[src/rtl/vga_cube_dmem_sync.sv]
// Transfers the cube's per-square colour codes to/from dmem: STORE dumps squares plus a
// marker word, LOAD reads them back and restores the squares only if the marker matches.
module vga_cube_dmem_sync #(
  parameter int unsigned       NUM_SQ    = 24,
  parameter int unsigned       COLOR_W   = 3,
  parameter int unsigned       ADDR_W    = 12,
  parameter int unsigned       DATA_W    = 32,
  parameter int unsigned       BASE_ADDR = 1,
  parameter logic [DATA_W-1:0] MARKER    = DATA_W'(6),
  parameter int unsigned       RD_LAT    = 1
) (
  input  logic                        iVGA_CLK,
  input  logic                        rst,
  input  logic                        store_req,
  input  logic                        load_req,
  input  logic [NUM_SQ*COLOR_W-1:0]   sq_in,
  input  logic [DATA_W-1:0]           dmem_rdata,
  output logic [ADDR_W-1:0]           dmem_addr,
  output logic [DATA_W-1:0]           dmem_wdata,
  output logic                        dmem_we,
  output logic [NUM_SQ*COLOR_W-1:0]   sq_out,
  output logic                        sq_out_valid,
  output logic                        busy,
  output logic                        done,
  output logic                        load_err
);

  localparam int unsigned       SQ_W   = NUM_SQ * COLOR_W;
  localparam int unsigned       CNT_W  = $clog2(NUM_SQ + RD_LAT + 1);
  localparam logic [CNT_W-1:0]  K_LAST = CNT_W'(NUM_SQ);
  localparam logic [CNT_W-1:0]  J_LAST = CNT_W'(NUM_SQ + RD_LAT);
  localparam logic [CNT_W-1:0]  LAT    = CNT_W'(RD_LAT);
  localparam logic [ADDR_W-1:0] BASE   = ADDR_W'(BASE_ADDR);

  typedef enum logic [1:0] {IDLE, STORE, LOAD, FINISH} state_t;

  state_t             state, state_d;
  logic [CNT_W-1:0]   cnt, cnt_d, cnt_inc, cap_idx;
  logic               store_q, load_q, store_start, load_start;
  logic [SQ_W-1:0]    snap, snap_d, ld_buf, ld_buf_d;
  logic [COLOR_W-1:0] next_sq;

  logic [ADDR_W-1:0]  addr_d;
  logic [DATA_W-1:0]  wdata_d;
  logic               we_d, valid_d, busy_d, done_d, err_d;
  logic [SQ_W-1:0]    sq_out_d;

  assign store_start = store_req & ~store_q;
  assign load_start  = load_req & ~load_q;
  assign cnt_inc     = cnt + CNT_W'(1);
  assign cap_idx     = cnt - LAT;

  always_comb begin
    next_sq = '0;
    for (int unsigned i = 0; i < NUM_SQ; i++) begin
      if (cnt_inc == CNT_W'(i)) next_sq = snap[i*COLOR_W +: COLOR_W];
    end
  end

  // Outputs are registered from next-state values so they line up with the state they describe.
  always_comb begin
    state_d  = state;
    cnt_d    = cnt;
    snap_d   = snap;
    ld_buf_d = ld_buf;
    addr_d   = dmem_addr;
    wdata_d  = dmem_wdata;
    we_d     = 1'b0;
    sq_out_d = sq_out;
    valid_d  = 1'b0;
    busy_d   = busy;
    done_d   = done;
    err_d    = load_err;

    case (state)
      IDLE: begin
        if (store_start) begin
          state_d = STORE;
          cnt_d   = '0;
          snap_d  = sq_in;
          we_d    = 1'b1;
          addr_d  = BASE;
          wdata_d = DATA_W'(sq_in[COLOR_W-1:0]);
          busy_d  = 1'b1;
          done_d  = 1'b0;
          err_d   = 1'b0;
        end else if (load_start) begin
          state_d = LOAD;
          cnt_d   = '0;
          addr_d  = BASE;
          busy_d  = 1'b1;
          done_d  = 1'b0;
          err_d   = 1'b0;
        end
      end

      STORE: begin
        if (cnt == K_LAST) begin
          state_d = FINISH;
          done_d  = 1'b1;
        end else begin
          cnt_d   = cnt_inc;
          we_d    = 1'b1;
          addr_d  = BASE + ADDR_W'(cnt_inc);
          wdata_d = (cnt_inc == K_LAST) ? MARKER : DATA_W'(next_sq);
        end
      end

      LOAD: begin
        // cnt counts issue cycles; the word issued RD_LAT cycles ago is on dmem_rdata now.
        if (cnt >= LAT) begin
          for (int unsigned i = 0; i < NUM_SQ; i++) begin
            if (cap_idx == CNT_W'(i)) ld_buf_d[i*COLOR_W +: COLOR_W] = dmem_rdata[COLOR_W-1:0];
          end
        end
        if (cnt == J_LAST) begin
          state_d = FINISH;
          if (dmem_rdata == MARKER) begin
            sq_out_d = ld_buf;
            valid_d  = 1'b1;
            done_d   = 1'b1;
          end else begin
            err_d = 1'b1;
          end
        end else begin
          cnt_d = cnt_inc;
          if (cnt < K_LAST) addr_d = BASE + ADDR_W'(cnt_inc);
        end
      end

      FINISH: begin
        state_d = IDLE;
        busy_d  = 1'b0;
      end

      default: state_d = IDLE;
    endcase
  end

  always_ff @(posedge iVGA_CLK) begin
    if (rst) begin
      state        <= IDLE;
      cnt          <= '0;
      store_q      <= 1'b1;
      load_q       <= 1'b1;
      snap         <= '0;
      ld_buf       <= '0;
      dmem_addr    <= '0;
      dmem_wdata   <= '0;
      dmem_we      <= 1'b0;
      sq_out       <= '0;
      sq_out_valid <= 1'b0;
      busy         <= 1'b0;
      done         <= 1'b0;
      load_err     <= 1'b0;
    end else begin
      state        <= state_d;
      cnt          <= cnt_d;
      store_q      <= store_req;
      load_q       <= load_req;
      snap         <= snap_d;
      ld_buf       <= ld_buf_d;
      dmem_addr    <= addr_d;
      dmem_wdata   <= wdata_d;
      dmem_we      <= we_d;
      sq_out       <= sq_out_d;
      sq_out_valid <= valid_d;
      busy         <= busy_d;
      done         <= done_d;
      load_err     <= err_d;
    end
  end

endmodule

[config.mk]
export PLATFORM = sky130hd
export DESIGN_NAME = vga_cube_dmem_sync
export DESIGN_NICKNAME = d
export VERILOG_FILES = /design/src/rtl/vga_cube_dmem_sync.sv
export SDC_FILE = /design/constraint.sdc
export NUM_CORES = 1
export LEC_CHECK = 0
export CAP_MARGIN = 40
export CORE_AREA = 2 2 148 150
export DETAILED_ROUTE_END_ITERATION = 8
export DIE_AREA = 0 0 150 152
export GPL_ROUTABILITY_DRIVEN = 0
export PLACE_DENSITY = 0.79
export SYNTH_ARGS = -nofsm -noshare
export SYNTH_HDL_FRONTEND = slang
export SYNTH_SLANG_ARGS = --single-unit
export TNS_END_PERCENT = 1
[constraint.sdc]
create_clock -name iVGA_CLK -period 3 [get_ports iVGA_CLK]
set_clock_uncertainty 0.1 [all_clocks]
set_input_delay 0.75 -clock iVGA_CLK [delete_from_list [all_inputs] [get_ports iVGA_CLK]]
set_output_delay 0.75 -clock iVGA_CLK [all_outputs]
set_load 0.05 [all_outputs]
# Word level (Yosys, flattened, before mapping)

Index checks and enable logic that the tools add are counted.

Flip-flop bits (word level): 274
Bits of input ports: 108
Output and inout port bits: 121
Logic and storage cells: 211

Add/sub/neg operators: 3
Order comparisons: 2
Equality and inequality tests: 62
Muxes and demuxes: 60
Bitwise gates (word level): 6
Reductions and logical operators: 41

Operators by type and width:

| cell                  | count |
|---|---|
| $eq A5 B5 Y1 const B  | 19 |
| $reduce_and A3 Y1     | 27 |
| $eq A5 B4 Y1 const B  | 16 |
| $mux W3               | 25 |
| $mux W32              | 2 |
| $pmux W32 S2          | 1 |
| $mux W12              | 5 |
| $eq A5 B3 Y1 const B  | 8 |
| $pmux W12 S3          | 1 |
| $eq A32 B3 Y1 const B | 1 |
| $eq A5 B2 Y1 const B  | 4 |
| $mux W5               | 4 |
| $ne A2 B2 Y1 const B  | 8 |
| $pmux W5 S3           | 1 |
| $mux W1               | 12 |
| $eq A5 B1 Y1 const B  | 2 |
| $logic_not A5 Y1      | 2 |
| $reduce_and A5 Y1     | 2 |
| $mux W2               | 4 |
| $pmux W2 S4           | 1 |
| $reduce_and A4 Y1     | 2 |
| $add A1 B5 Y6 const A | 1 |
| $pmux W1 S2           | 3 |
| $reduce_bool A2 Y1    | 3 |
| other kinds (14)      | 20 |

# Depth between registers and ports, before layout

Gate-level depths: netlist of the first run.

Word-level depth: 29
Mapped depth: 12
Depth with buffers taken out: 10

# Worst setup path after synthesis of the first run

Ideal clock, no wire load.

Kind: register to register
From: register cnt[0]
To: register dmem_wdata[2]
Setup time: 0.070 ns
Arrival: 2.265 ns
Required time: 2.830 ns
Setup slack: 0.564 ns
Stages on the path, launching flop included: 12
Path buffers: 2
Period minus slack after synthesis: 2.436 ns
Cells stage by stage: dfxtp_1 buf_6 inv_4 ha_1 clkinv_1 clkbuf_1 a21oi_1 ha_1 inv_1 nor3_1 or4_1 o21bai_1

Cells in the longest elaborated chain, start to end: 29
Elaborated cells on any way between the ends: 56
Classes of those cells: 1 x add/sub; 26 x eq/ne; 27 x mux; 2 x reduce/logical

RTL lines:

| element                  | RTL line | source |
|---|---|---|
| start: declaration       | 38       | `logic [CNT_W-1:0] cnt, cnt_d, cnt_inc, cap_idx;` |
| start signal: assignment | 158      | `cnt <= cnt_d;` |
| $add A5 B1 Y5            | 50       | `assign cnt_inc = cnt + CNT_W'(1);` |
| $logic_not A5 Y1         | 56       | `if (cnt_inc == CNT_W'(i)) next_sq = snap[i*COLOR_W +: COLOR_W];` |
| $mux W3 (24 in series)   | 56       |  |
| $mux W3                  | 105      | `wdata_d = (cnt_inc == K_LAST) ? MARKER : DATA_W'(next_sq);` |
| $mux W32                 | 98       | `if (cnt == K_LAST) begin` |
| $pmux W32 S2             | 75       | `case (state)` |
| end signal: assignment   | 164      | `dmem_wdata <= wdata_d;` |
| end: declaration         | 19       | `output logic [DATA_W-1:0] dmem_wdata,` |

Parallel ways exist; a longest one is shown, timed or not. The select of a mux whose other input is x is not followed.
A chain may end at the register's enable or synchronous reset.

# Final worst setup path of the first run

From: register cnt[0]
To: register dmem_wdata[0]

Same word-level chain as after synthesis.

==> flow_summary_export.csv, run 1 <==
group,metric,value,unit
floorplanning,die_w,150,µm
sta,fin_setup_tns,0,ps
min_path,hp-start,"ld_buf[13]$_SDFFE_PP0P_",
drt,drcViolationCount,0,
global_route,antenna_found_initial,0,
placed_design,port_buffers,193,
setup_path,critPathCaptureType,"flip-flop",
cells_and_area,regArea,4780,µm²
placed_design,hpwl,19300,µm
cts,clock-sinks,239,
cts,cts_max_level,1,
cells_and_area,diodes,0,
setup_path,worstPathMaxFanout,14,
status,status,"finished clean",
floorplanning,boundaryPins,229,
synth,synth.cell_area,10700,µm²
cts,clockBufferDepth,3,
setup_path,max_stage_delay,550,ps
global_route,grtUsageTotal,24.0,%
synth,async_flop_share,0,%
synth,ys_seq_elements,239,
sta,slew-limit-headroom,55.7,%
setup_path,worstPathRequired,3310,ps
floorplanning,fp.dieArea,22800,µm²
sta,finalCritPeriodShare,92.0,%
global_route,grt_max_degree,114,
drt,drtAntennaViolNets,0,
floorplanning,coreArea,21400,µm²
drt,drt_pre_antenna_iters,5,
setup_path,critPathKind,"reg2reg",
global_route,grt_pass1_wl,45800,µm
cells_and_area,syn2layout_area_growth,26.9,%
sta,max_slew.worst_pin.slew,656,ps
setup_path,crit_slowest_cell,"ha_1",
setup_path,ff2ff_path_depth,10,
floorplanning,rows,54,
drt,wl_per_cell,15.4,µm
global_route,grt_pass1_vias,9533,
setup_path,arrival,3070,ps
sta,rsz0062_at_grt,"false",
sta,drv_slew,0,
drt,drt_iter0_markers,739,
floorplanning,start_util,50.0,%
synth,synth.distinct_cells,84,
drt,via_count,9874,
synth,ys_warn_count,0,
setup_path,r2r_start,"cnt[0]$_SDFFE_PP0P_",
sta,clock.fmax,362,MHz
synth,netlist_instances,1365,
cells_and_area,multiInputGateArea,5250,µm²
synth,synth_edf_count,0,
cells_and_area,nFillCells,1847,
cts,cts_buffers,24,
cells_and_area,drive_gt1_share,7.20,%
setup_path,r2r_setup_slack,240,ps
sta,fin_crit,2760,ps
cts,cts_setup_buffers,0,
synth,synth_ff_type,"dfxtp_1",
sta,final-hold-violation-count,0,
sta,setup_viol,0,
cts,cts.root.buffer_cell,"clkbuf_16",
pwr,max-vdd-ir-drop,415,µV
floorplanning,die_height,152,µm
setup_path,start_kind,"flip-flop",
min_path,whs_path_depth,2,
synth,synth_area_per_cell,7.82,µm²
pwr,leakage,4.77,nW
cells_and_area,final_cells,1821,
pwr,powerDensity,605,nW/µm²
setup_path,critPathMostFrequentCell,"o211ai_1",
cts,cts_tree,"yes",
setup_path,critical_path.cell_chain,"inv_4 -> ha_1 -> buf_4 -> nand2b_1 -> o211ai_1 -> a32o_1 -> o211ai_1 -> o211ai_1 -> a21oi_1 -> o21ai_1",
min_path,hold_path.class,"reg2reg",
synth,ys_seq_area_share,44.8,%
min_path,hold_end,"sq_out[13]$_SDFFE_PP0P_",
drt,drt-vias-per-instance,5.42,
drt,wirelength,28100,µm
placed_design,dpl.cell_count,1778,
run,drv_cap,0,
cells_and_area,final_nets,1646,
cts,clk_latency,520,ps
global_route,grt_overflow,0,
setup_path,worst_r2r_endpoint,"dmem_wdata[0]$_SDFFE_PP0P_",
cts,clkTransAtPathRegs,60,ps
## registers in the layout, summed over array words and instances (netlist names)
signal        count
ld_buf           72
snap             72
sq_out           72
dmem_addr         6
cnt               5
dmem_wdata        3
state             2
busy              1
dmem_we           1
done              1
load_err          1
load_q            1
sq_out_valid      1
store_q           1
## synthesized netlist by cell type, drive strengths merged (10+ instances only)
| cell type | count | area share (%) |
|---|---|---|
| clkbuf | 70 | 2.5 |
| nor4 | 12 | 0.84 |
| a21oi | 206 | 9.7 |
| nand2 | 374 | 13 |
| o21ai | 26 | 1.3 |
| nand3 | 36 | 1.7 |
| nor2 | 109 | 4.0 |
| mux2i | 56 | 5.3 |
| buf | 64 | 4.2 |
| inv | 16 | 0.59 |
| ha | 14 | 1.6 |
| dfxtp | 239 | 45 |
| a211oi | 10 | 0.70 |
| nor3 | 10 | 0.56 |
## worst max-delay path: cells and delay by family (launching register included)
family | cells | cell delay [ps]
buffers and inverters | 2 | 460
and+or+nand+nor | 1 | 220
adders and majority gates | 1 | 550
DFF | 1 | 410
AOI/OAI and AO/OA | 6 | 900
## how the worst max path moves through the flow
stage / start / to / slack (ps) / depth (start not counted)
after floorplan: cnt[0]$_SDFFE_PP0P_ / dmem_wdata[2]$_SDFFE_PP0P_ / 560 / 11
after global placement: store_req / dmem_addr[0]$_SDFFE_PP0P_ / 210 / 8
after detailed placement: store_req / dmem_addr[0]$_SDFFE_PP0P_ / 90 / 8
after CTS: cnt[1]$_SDFFE_PP0P_ / ld_buf[6]$_SDFFE_PP0P_ / 290 / 10
after global routing: cnt[0]$_SDFFE_PP0P_ / done$_SDFFE_PP0P_ / 70 / 8
final: cnt[0]$_SDFFE_PP0P_ / dmem_wdata[0]$_SDFFE_PP0P_ / 240 / 10
## cell families (layout without fill, tap and decap cells)
| group | count (synthesis) | after routing | share of synthesized area (%) |
|---|---|---|---|
| simple gates | 590 | 590 | 23.3 |
| compound gates | 308 | 308 | 17.0 |
| flops | 239 | 239 | 44.8 |
| buf+inv | 151 | 293 | 7.28 |
| mux | 57 | 57 | 5.36 |
| fa+ha+maj | 14 | 14 | 1.64 |
| xor+xnor | 5 | 5 | 0.481 |
| other cells | 1 | 35 | 0.0351 |
## routing by layer
metal | vias up | global-route usage [%] | share of wire, %
li1 | 4842 | - | -
met1 | 4578 | 32.1 | 43
met4 | 0 | 7.10 | 2.3
met2 | 400 | 39.6 | 46
met5 | - | 0 | 0
met3 | 54 | 4.56 | 8.7
## layout make-up
cell class                      count  area share [%]
Timing Repair Buffer              233            17.0
Multi-Input combinational cell   1009            38.8
Clock inverter                      5           0.453
Inverter                           17           0.490
Sequential cell                   239            35.3
Clock buffer                       38            5.34
Tap cell                          280            2.59
## metrics by stage
step           total power [W]  setup WS [ps]  hold slack (ps)  cell area (µm²)  utilization (%)
2_1_floorplan          0.00473            564              331            10800                -
3_3_place_gp           0.00525            207              337            12700             59.6
3_5_place_dp           0.00528           91.0              346            12700             59.7
4_1_cts                0.00822            286              349            13500             63.4
5_1_grt                0.00857           67.9              367            13500             63.4
6_report               0.00819            241              350            13500             63.4
## placed cells by master (no fill, tap or decap), drive strengths merged, types with 3 or more instances in the layout
cell | synthesis | final
nand2 | 374 | 374
dfxtp | 239 | 239
a21oi | 206 | 206
clkdlybuf4s50 | 0 | 192
nor2 | 109 | 109
mux2i | 56 | 56
buf | 64 | 41
clkbuf | 70 | 38
nand3 | 36 | 36
conb | 1 | 35
o21ai | 26 | 26
inv | 16 | 16
ha | 14 | 14
nor4 | 12 | 12
a211oi | 10 | 10
nor3 | 10 | 10
nor2b | 7 | 7
nand2b | 7 | 7
and3 | 7 | 7
o22ai | 7 | 7
and2 | 6 | 6
o21a | 5 | 5
o211ai | 5 | 5
clkinv | 1 | 5
nand3b | 4 | 4
or3 | 4 | 4
a31oi | 4 | 4
xnor2 | 4 | 4
or2 | 4 | 4
a221oi | 4 | 4
a22oi | 4 | 4
nand4 | 3 | 3
o221ai | 3 | 3
a211o | 3 | 3
a2bb2oi | 3 | 3
## power by group
group	switching, W	leakage, nW	total [W]	internal [W]
Combinational	0.00120	2.46	0.00188	0.000676
Clock	0.00120	0.387	0.00293	0.00174
Sequential	0.0000953	1.93	0.00338	0.00329
Total	0.00249	4.77	0.00819	0.00570
## timing repair
action,CTS,global route
hold buffers,0,0
setup endpoints to repair,0,11
resized for setup,0,2
(Power assumes the default switching activity.)
==> run 2, diff against run 1 <==
--- a/config.mk
+++ b/config.mk
@@ -5,12 +5,14 @@
 export SDC_FILE = /design/constraint.sdc
 export NUM_CORES = 1
 export LEC_CHECK = 0
+export ABC_AREA = 1
 export CAP_MARGIN = 40
-export CORE_AREA = 2 2 148 150
+export CORE_AREA = 2 2 146 148
 export DETAILED_ROUTE_END_ITERATION = 8
-export DIE_AREA = 0 0 150 152
+export DIE_AREA = 0 0 148 150
 export GPL_ROUTABILITY_DRIVEN = 0
-export PLACE_DENSITY = 0.79
+export PLACE_DENSITY = 0.78
+export SETUP_SLACK_MARGIN = 0.02
 export SYNTH_ARGS = -nofsm -noshare
 export SYNTH_HDL_FRONTEND = slang
 export SYNTH_SLANG_ARGS = --single-unit
==> run 2 against run 1 <==
Against the previous run:
- critical path type unchanged
- first-iteration DRC count down 24%
- maximum frequency down 7.2%
- final area down 0.68%
- total power about the same
==> flow_summary_export.csv, run 2 <==
group,metric,value,unit
status,status,"finished clean",
setup_path,r2r_setup_slack,30,ps
global_route,grt_overflow,0,
sta,setup_viol,0,
setup_path,worst_r2r_endpoint,"dmem_wdata[2]$_SDFFE_PP0P_",
cells_and_area,largestRegisters,"ld_buf: 72 flops, snap: 72 flops, sq_out: 72 flops",
sta,clock.fmax,336,MHz
sta,finalCritPeriodShare,99.1,%
cells_and_area,fin_area,13400,µm²
placed_design,dpl.cell_count,1855,
synth,synth_area_per_cell,7.21,µm²
sta,fin_crit,2970,ps
synth,synth.distinct_cells,37,
sta,final-hold-violation-count,0,
sta,holdWs,347,ps
global_route,grt_pass1_vias,9008,
drt,drt_pre_antenna_iters,5,
floorplanning,rows,53,
floorplanning,die_w,148,µm
pwr,max-vdd-ir-drop,423,µV
synth,ys_warn_count,0,
drt,drcViolationCount,0,
synth,synth.area.top_cells,"dfxtp_1, nand2_1, nor2_1",
cts,clkTransAtPathRegs,60,ps
floorplanning,coreArea,20700,µm²
synth,ys_seq_area_share,47.3,%
floorplanning,boundaryPins,229,
cells_and_area,final_cells,1900,
drt,wl_per_cell,13.6,µm
synth,yosysTopAreaCell,"dfxtp_1",
setup_path,startpoint,"cnt[0]$_SDFFE_PP0P_",
cts,clk_latency,530,ps
min_path,hp-start,"ld_buf[12]$_SDFFE_PP0P_",
global_route,grt_max_degree,71,
setup_path,arrival,3240,ps
min_path,hold_end,"sq_out[12]$_SDFFE_PP0P_",
cells_and_area,diodes,0,
setup_path,critPathCaptureType,"flip-flop",
setup_path,crit_slowest_cell,"dfxtp_4",
cts,clock-sinks,239,
pwr,p_total,0.00820,W
setup_path,critPathMostFrequentCell,"nand2_1",
sta,setup_slack,26.5,ps
cts,cts_tree,"yes",
setup_path,worstPathRequired,3270,ps
floorplanning,start_util,48.9,%
setup_path,max_stage_delay,370,ps
synth,synth_ff_type,"dfxtp_1",
synth,yosys-top-cells-count,"nand2_1, nor2_1, dfxtp_1, a21oi_1, o21ai_0",
synth,synth_top_area_share,47.3,%
cts,cts.root.buffer_cell,"clkbuf_16",
setup_path,worstPathMaxFanout,6,
global_route,antenna_found_initial,0,
run,drv_cap,0,
sta,max_slew.worst_pin.slew,748,ps
cells_and_area,final_nets,1730,
drt,drt-vias-per-instance,4.98,
synth,async_flop_share,0,%
placed_design,placed_cell_area,12500,µm²
drt,wirelength,25800,µm
global_route,grtUsageTotal,22.7,%
cells_and_area,nFillCells,1812,
min_path,hold_path.class,"reg2reg",
sta,rsz0062_at_grt,"true",
floorplanning,fp.dieArea,22200,µm²
cells_and_area,drive_gt1_share,8.80,%
setup_path,start_kind,"flip-flop",
pwr,leakage,5.36,nW
setup_path,r2r_start,"cnt[0]$_SDFFE_PP0P_",
cells_and_area,syn2layout_area_growth,33.0,%
placed_design,hpwl,17900,µm
min_path,whs_path_depth,2,
cts,cts_max_level,1,
sta,slew-limit-headroom,50.1,%
floorplanning,die_height,150,µm
sta,drv_slew,0,
synth,ys_seq_elements,239,
synth,synth.cell_area,10100,µm²
setup_path,ff2ff_path_depth,34,
global_route,grt_pass1_wl,42000,µm
drt,via_count,9462,
synth,netlist_instances,1402,
pwr,powerDensity,609,nW/µm²
cells_and_area,layout_common_cells,"nand2_1, nor2_1, dfxtp_1, clkdlybuf4s50_1, a21oi_1",
drt,drtAntennaViolNets,0,
cts,cts_buffers,24,
placed_design,dp_slack,-320,ps
drt,drt_iter0_markers,564,
cts,clockBufferDepth,3,
setup_path,critPathKind,"reg2reg",
placed_design,port_buffers,193,
synth,synth_edf_count,0,
-- run 2: cell count changes after synthesis, sizes merged, moves of 10 or more --
cell,previous run,this run
nand2,374,253
clkbuf,70,58
buf,64,40
nor4,12,2
nand3,36,23
mux2i,56,0
o21ai,26,175
nor2,109,253
a21oi,206,182
inv,16,123
-- run 2: worst max path at each step --
| stage | slack (ps) | to | cells past startpoint |
|---|---|---|---|
| after floorplan | 80 | sq_out[22]$_SDFFE_PP0P_ | 8 |
| after global placement | -250 | sq_out[63]$_SDFFE_PP0P_ | 9 |
| after detailed placement | -320 | sq_out[32]$_SDFFE_PP0P_ | 9 |
| after CTS | 20 | dmem_wdata[0]$_SDFFE_PP0P_ | 36 |
| after global routing | -260 | dmem_wdata[1]$_SDFFE_PP0P_ | 34 |
| final | 30 | dmem_wdata[2]$_SDFFE_PP0P_ | 34 |
-- run 2: worst max-delay path, delay by kind of cell (launching register included) --
family	cells	cell delay [ps]
and+or+nand+nor	30	2010
AOI/OAI and AO/OA	2	100
adders and majority gates	1	190
buffers and inverters	1	60
DFF	1	370
-- run 2: layer usage --
| layer | global-route usage (%) | vias up | share of wire, % |
|---|---|---|---|
| met1 | 27.9 | 4300 | 43 |
| met5 | 0 | - | 0 |
| met4 | 7.71 | 0 | 2.7 |
| li1 | - | 4859 | - |
| met3 | 3.84 | 47 | 5.0 |
| met2 | 40.3 | 256 | 50 |
-- run 2: cells by family (layout without fill, tap and decap cells) --
family                   Yosys count  after routing  synth area share (%)
AND/OR/NAND/NOR                  557            557                  22.5
AO/OA/AOI/OAI                    367            367                  18.5
flip-flops                       239            239                  47.3
buffers and inverters            222            411                  9.69
adder cells (fa/ha/maj)           14             14                  1.73
XOR/XNOR                           2              2                 0.173
other                              1             35                0.0371
-- run 2: metrics by stage --
stage	setup TNS [ps]	utilization, %
after floorplan	0	-
after global placement	-17000	60.2
after detailed placement	-18670	60.2
after CTS	0	64.3
after global routing	-730	65.0
final	0	65.0
-- run 2: repair_timing --
action,4_1_cts,5_1_grt
pin swaps,2,16
hold buffers,0,0
gates cloned,0,0
setup buffers,0,2
resized for setup,13,27
endpoints found under the setup margin,3,3
-- run 2: layout make-up --
type,instances,area [µm²],share of cell area (%)
well taps,275,344,2.56
multi-input cells,975,4640,34.5
clock buffers,38,753,5.60
inverters,124,474,3.53
clock inverters,5,61.3,0.456
repair buffers,244,2390,17.8
flip-flops and latches,239,4790,35.6
-- run 2: power breakdown --
group          internal (W)  total (W)  switching, W  leakage, nW
logic              0.000620    0.00172       0.00110         3.02
clock network       0.00180    0.00303       0.00122        0.405
registers           0.00336    0.00345     0.0000884         1.94
